`src/rtl/multiplexador_fila.sv`:
```
// Bus source multiplexer feeding a 2-entry valid/ready skid buffer.
// Each accepted selection captures {data, sel}; out-of-range selects raise a sticky error.
module multiplexador_fila #(
  parameter int DATA_W   = 16,
  parameter int NUM_REGS = 8,
  parameter int SEL_W    = $clog2(NUM_REGS + 2)
) (
  input  logic                       clock,
  input  logic                       resetn,
  input  logic [NUM_REGS*DATA_W-1:0] regs_in,
  input  logic [DATA_W-1:0]          imm,
  input  logic [DATA_W-1:0]          R,
  input  logic [SEL_W-1:0]           sel,
  input  logic                       in_valid,
  output logic                       in_ready,
  output logic [DATA_W-1:0]          saida,
  output logic [SEL_W-1:0]           saida_src,
  output logic                       out_valid,
  input  logic                       out_ready,
  output logic                       sel_err,
  input  logic                       err_clr
);

  localparam logic [SEL_W-1:0] SEL_IMM = SEL_W'(NUM_REGS);
  localparam logic [SEL_W-1:0] SEL_ALU = SEL_W'(NUM_REGS + 1);

  logic [DATA_W-1:0] sel_data;
  logic              sel_bad;

  logic [DATA_W-1:0] mem_data [2];
  logic [SEL_W-1:0]  mem_src  [2];
  logic              head;
  logic              tail;
  logic [1:0]        count;

  logic push;
  logic pop;

  // Source decode: anything outside the map drives zero and flags an error.
  always_comb begin
    // NOTE: every output of a combinational block gets a default first, so no path leaves it unassigned (no latch).
    sel_data = '0;
    sel_bad  = 1'b1;
    for (int k = 0; k < NUM_REGS; k++) begin
      if (sel == SEL_W'(k)) begin
        sel_data = regs_in[k*DATA_W +: DATA_W];
        sel_bad  = 1'b0;
      end
    end
    if (sel == SEL_IMM) begin
      sel_data = imm;
      sel_bad  = 1'b0;
    end
    if (sel == SEL_ALU) begin
      sel_data = R;
      sel_bad  = 1'b0;
    end
  end

  // in_ready depends on count only, so the consumer's out_ready never reaches the producer combinationally.
  assign in_ready  = (count != 2'd2);
  assign out_valid = (count != 2'd0);
  assign push      = in_valid & in_ready;
  assign pop       = out_valid & out_ready;

  assign saida     = out_valid ? mem_data[head] : '0;
  assign saida_src = out_valid ? mem_src[head]  : '0;

  always_ff @(posedge clock or negedge resetn) begin
    if (!resetn) begin
      // NOTE: the two storage entries are reset explicitly so the bus reads zero after reset, not stale data.
      mem_data[0] <= '0;
      mem_data[1] <= '0;
      mem_src[0]  <= '0;
      mem_src[1]  <= '0;
    end else if (push) begin
      // NOTE: sequential state uses non-blocking assignments so every register updates from pre-edge values.
      mem_data[tail] <= sel_data;
      mem_src[tail]  <= sel;
    end
  end

  always_ff @(posedge clock or negedge resetn) begin
    if (!resetn) begin
      head  <= 1'b0;
      tail  <= 1'b0;
      count <= 2'd0;
    end else begin
      if (push) tail <= ~tail;
      if (pop)  head <= ~head;
      case ({push, pop})
        2'b10:   count <= count + 2'd1;
        2'b01:   count <= count - 2'd1;
        default: count <= count;
      endcase
    end
  end

  // Setting wins over clearing so an error accepted alongside err_clr is not lost.
  always_ff @(posedge clock or negedge resetn) begin
    if (!resetn) begin
      sel_err <= 1'b0;
    end else if (push && sel_bad) begin
      sel_err <= 1'b1;
    end else if (err_clr) begin
      sel_err <= 1'b0;
    end
  end

endmodule

```
`config.mk`:
```
export PLATFORM = sky130hd
export DESIGN_NAME = multiplexador_fila
export DESIGN_NICKNAME = d
export VERILOG_FILES = /design/src/rtl/multiplexador_fila.sv
export SDC_FILE = /design/constraint.sdc
export NUM_CORES = 1
export LEC_CHECK = 0
export ABC_CLOCK_PERIOD_IN_PS = 1900
export BUFFER_PORTS_ARGS = -buffer_cell sky130_fd_sc_hd__buf_2
export CORE_MARGIN = 1
export CORE_UTILIZATION = 40
export CTS_BUF_LIST = sky130_fd_sc_hd__clkbuf_16
export DETAILED_ROUTE_END_ITERATION = 12
export GPL_TIMING_DRIVEN = 0
export PLACE_DENSITY = 0.76
export SLEW_MARGIN = 30
export SYNTH_ARGS = -nofsm -noshare
export SYNTH_HDL_FRONTEND = slang
export SYNTH_SLANG_ARGS = --single-unit
```
`constraint.sdc`:
```
create_clock -name clock -period 1.9 [get_ports clock]
set_input_delay 0.38 -clock clock [delete_from_list [all_inputs] [get_ports clock]]
set_output_delay 0.38 -clock clock [all_outputs]
set_load 0.005 [all_outputs]
```
# Word level (Yosys, flattened, before mapping)
# Index checks and enable logic that the tools add are counted.
# word_totals
elab_cells	74
regBits	45
# op_classes
n_reduce_logical	6
n_eq_ne	12
order_cmp	3
bitwise_logic	6
addsub	2
muxes	37
# op_table
cell	n
$mux W16	15
$bwmux W32	1
$mux W4	5
$demux W16 S1	1
$eq A4 B3 Y1 const B	4
$mux W1	12
$bwmux W8	1
$eq A4 B2 Y1 const B	2
$eq A4 B4 Y1 const B	2
$reduce_bool A2 Y1	3
$demux W4 S1	1
$eq A4 B1 Y1 const B	1
$ge A2 B2 Y1 const B	2
$logic_not A4 Y1	1
$not A1 Y2	2
$pmux W2 S2	1
$add A2 B1 Y2 const B	1
$and A1 B1 Y1	2
$eq A2 B1 Y1 const B	1
$eq A2 B2 Y1 const B	1
$logic_and A1 B1 Y1	2
$lt A2 B1 Y1 const B	1
$ne A2 B2 Y1 const B	1
$not A1 Y1	2
$sub A2 B1 Y2 const B	1

# Depth between registers and ports, before layout
# logic_depth
word_depth	13
ltp_mapped	8
mapped_depth_nobuf	6

# Least setup slack after synthesis
# Ideal clock, no wire load.
# synth_path
path_kind	in2reg
start	input sel[2]
end	register mem_data[21] (netlist bit)
n_path_buf	2
setup_ns	0.125
arrival_time_ns	1.606
path_slack_ns	0.169
path_stages	7
cell_sequence	buf_2 nor3b_4 buf_4 o2bb2ai_2 a31o_2 o221ai_2 mux2_2
# synth_via
elab_chain_cells	12
word_cells_on_any_way	21
# synth_rtl
element	line_no	source
from (decl)	13	input logic [SEL_W-1:0] sel,
$logic_not A4 Y1	45	if (sel == SEL_W'(k)) begin
$mux W16 (8 in a row)	45	
$mux W16	50	if (sel == SEL_IMM) begin
$mux W16 (*)	54	if (sel == SEL_ALU) begin
$bwmux W32 (*)	78	mem_data[tail] <= sel_data;
to (signal, indexed assignment)	78	
to (decl)	30	logic [DATA_W-1:0] mem_data [2];
# Mark *: on every way between the ends. The rest lies on a longest branch, timed or not.
# A chain may end at the register's enable or synchronous reset.

# Final worst setup path
# layout_path
start	input sel[3]
end	register mem_data[27] (netlist bit)
# Same word-level chain as after synthesis.

==> summary.md <==
| Metric | Value |
|---|---|
| Max Freq | `549 MHz` |
| Syn Nets | `622` |
| IO Port Bufs | `191` |
| Endpoint type of the worst setup path | `register` |
| Share of layout cells above drive strength 1 | `45.6%` |
| Area leader, netlist | `dfrtp_1` |
| Final ANT Viol Nets | `0` |
| CP Data Required Time | `2070 ps` |
| Top post-synthesis cells by area | `dfrtp_1 29%, mux2i_1 6.4%, mux2_2 5.7%` |
| Gr usage total | `29.6%` |
| Max-Cap Viols | `0` |
| Post-Route WL | `14,800 microns` |
| Area of the multi-input gates | `2530 sq um` |
| Final hold violations | `0` |
| Post-synth top area share | `28.7%` |
| Total global routing overflow | `0` |
| Synth top cells by count | `47 x nand2_1, 45 x dfrtp_1, 40 x o21ai_0, 27 x nor2_1, 25 x mux2i_1` |
| I/O pins | `192` |
| Reg power frac | `32.3%` |
| HPWL after DPL | `11,600 microns` |
| Clock slew at reported path FFs | `60 ps` |
| Count leader, synth | `nand2_1` |
| Area growth from synthesis to final layout | `33.8%` |
| Final TNS setup | `0 ps` |
| Cell Rows | `35` |
| Switching share of power | `37.1%` |
| Post-synthesis cell count | `452` |
| Worst skew pair latency | `290 ps` |
| Chip width | `101 microns` |
| Util after Layout | `56.1%` |
| Gpl congestion | `0.877` |
| Async set or reset register ratio after synthesis | `100%` |
| R2r endpoint | `mem_data[7]$_DFFE_PN0P_` |
| Slack of the critical path | `79.9 ps` |
| Drt pass-1 iters | `5` |
| Core area | `9370 sq um` |
| Die ar. | `10,200 sq um` |
| Syn Std Cell Area | `3930 sq um` |
| Global-route wire length before repair | `22,900 microns` |
| Slew headroom | `53.2%` |
| Die H | `101 microns` |
| Skew final | `1.69 ps` |
| Register area | `1130 sq um` |
| CTS tree | `built` |
| EDFF count, synth | `0` |
| Pwr/cell area | `998 nW/um^2` |
| Startpoint Class | `input port` |
| Final period utilization | `95.8%` |
| Reg2reg start | `count[0]$_DFFE_PN0P_` |
| Clk pwr share | `18.5%` |
| CTS Buf Count | `5` |
| Logic pwr share | `49.2%` |
| Initial DRC count | `232` |
| Filler cells | `885` |
| Arrival time worst endpoint | `1990 ps` |
| Status | `completed` |
| P_sw | `1.94 mW` |
| Sink Count | `45` |
| Largest fanout on the critical path | `10` |
| Remaining DRCs | `0` |
| DR vias | `4,454` |
| # diodes | `0` |
| Routed vias/inst | `5.72` |
| Nets | `819` |
| WL per Instance | `19.1 microns` |
| Top FF cell, synth | `dfrtp_1` |
| VDD IR max | `0.000510 V` |
| Cell internal pwr | `3.30 mW` |
| YS warnings | `0` |
| Pins Over Slew Limit | `0` |
| Minimum clock period | `1820 ps` |
| Worst Reg-to-Reg Cells | `5` |
| Seq cells post-synth | `45` |
| Leakage | `2.52 nW` |
| H-Tree Depth | `2` |
| Pin count of the biggest net entering global routing | `46` |
| Synth cell types | `58` |
| Reg-to-reg slack, setup | `130 ps` |
| # setup viols final | `0` |
| Slew @ Worst Pin | `701 ps` |
| Worst Setup Path Type | `input port to register` |
| Sequential element share of the synthesized area | `28.7%` |
| Worst hold path type | `input port to async pin` |
| Max Root-Sink Buffers | `2` |
| Vias in the first global route | `4,559` |
| RSZ-0062 raised after global routing | `yes` |
| Initial Util | `41.9%` |
| Hold_buf cts | `0` |
| Setup WS pre-CTS | `-231 ps` |
| Total power | `5.24 mW` |
| Clk root buf | `clkbuf_16` |
| Initial antenna violation count | `0` |
| Synth Area per Inst | `8.69 sq um` |
-- critical path, cell delays in order --
cell and delay (ps):
buf_2 140, buf_2 260, clkbuf_1 480, o22a_1 210, o221ai_1 180, mux2_1 340
-- cells in the final DEF (no fill, tap or decap), types with 5 or more instances in the layout --
master	Yosys	routed
a2111o_1	9	9
a21boi_0	10	10
a21boi_1	6	6
a21oi_1	22	22
a31o_2	9	9
buf_2	16	206
buf_4	5	9
clkbuf_1	13	7
clkbuf_16	0	5
dfrtp_1	45	45
mux2_2	20	20
mux2i_1	25	23
nand2_1	47	47
nand2_2	7	7
nand2b_1	5	5
nand3_1	8	8
nor2_1	27	25
nor2b_1	15	14
o21ai_0	40	40
o21ai_1	5	5
o221ai_2	8	8
o22a_1	12	12
o22ai_1	18	18
o2bb2ai_1	9	9
o31ai_1	6	6
-- how the worst max path moves through the flow --
stage,end,start,slack [ps]
2_1_floorplan,mem_data[21]$_DFFE_PN0P_,sel[2],170
3_3_place_gp,mem_data[27]$_DFFE_PN0P_,sel[3],-200
3_5_place_dp,mem_data[27]$_DFFE_PN0P_,sel[3],-230
4_1_cts,saida[9],head$_DFFE_PN0P_,1
5_1_grt,mem_data[12]$_DFFE_PN0P_,count[0]$_DFFE_PN0P_,-1
6_report,mem_data[27]$_DFFE_PN0P_,sel[3],80
-- power by group through the flow --
| stage | clock, mW | combinational (mW) | sequential [mW] |
|---|---|---|---|
| after detailed placement | 0 | 2.50 | 1.69 |
| after floorplan | 0 | 1.60 | 1.61 |
| after global routing | 1.00 | 2.86 | 1.76 |
| final | 0.969 | 2.58 | 1.70 |
| after global placement | 0 | 2.45 | 1.65 |
| after CTS | 0.975 | 2.57 | 1.67 |
-- state kept, by name (all words and copies together), names as in the netlist --
signal	flops
head	1
mem_data	32
sel_err	1
tail	1
count	2
mem_src	8
-- routing by layer --
| layer | vias up | wire (microns) | share of wire [%] | GRT usage, % |
|---|---|---|---|---|
| li1 | 2078 | - | - | - |
| met2 | 223 | 7160 | 48 | 51.5 |
| met4 | 0 | 400 | 2.7 | 9.48 |
| met1 | 2119 | 6220 | 42 | 38.0 |
| met3 | 34 | 1060 | 7.1 | 3.88 |
| met5 | - | 0 | 0 | 0 |
-- through the flow --
| stage | std cells | hold WS [ps] | cell area, sq um |
|---|---|---|---|
| floorplan | 452 | 84.4 | 3930 |
| global placement | 772 | 462 | 5040 |
| detailed placement | 772 | 466 | 5040 |
| CTS | 779 | 286 | 5230 |
| global route | 778 | 135 | 5250 |
| finish | 778 | 90.4 | 5250 |
-- kinds of logic (layout without fill, tap and decap cells) --
| kind of cell | count (synthesis) | after routing | share of synthesized area, % |
|---|---|---|---|
| compound gates | 172 | 172 | 32.3 |
| simple gates | 131 | 131 | 17.5 |
| buf+inv | 51 | 248 | 7.27 |
| mux | 48 | 48 | 13.0 |
| flops | 45 | 45 | 28.7 |
| xor+xnor | 4 | 4 | 0.892 |
| fa+ha+maj | 1 | 1 | 0.319 |
-- cell type report --
| type | instances | area share (%) |
|---|---|---|
| inverters | 6 | 0.429 |
| clock inverters | 2 | 0.667 |
| plain buffers | 42 | 5.33 |
| well taps | 129 | 3.07 |
| multi-input cells | 356 | 48.2 |
| repair buffers | 193 | 18.5 |
| flip-flops and latches | 45 | 21.4 |
| clock buffers | 5 | 2.38 |
-- repair_timing --
action / CTS / global route
hold endpoints to repair: 0 / 0
setup buffers: 0 / 2
gates resized for setup: 15 / 9
pin swaps: 0 / 1
setup endpoints to repair: 33 / 47
Power figures use the tool's default switching activity.
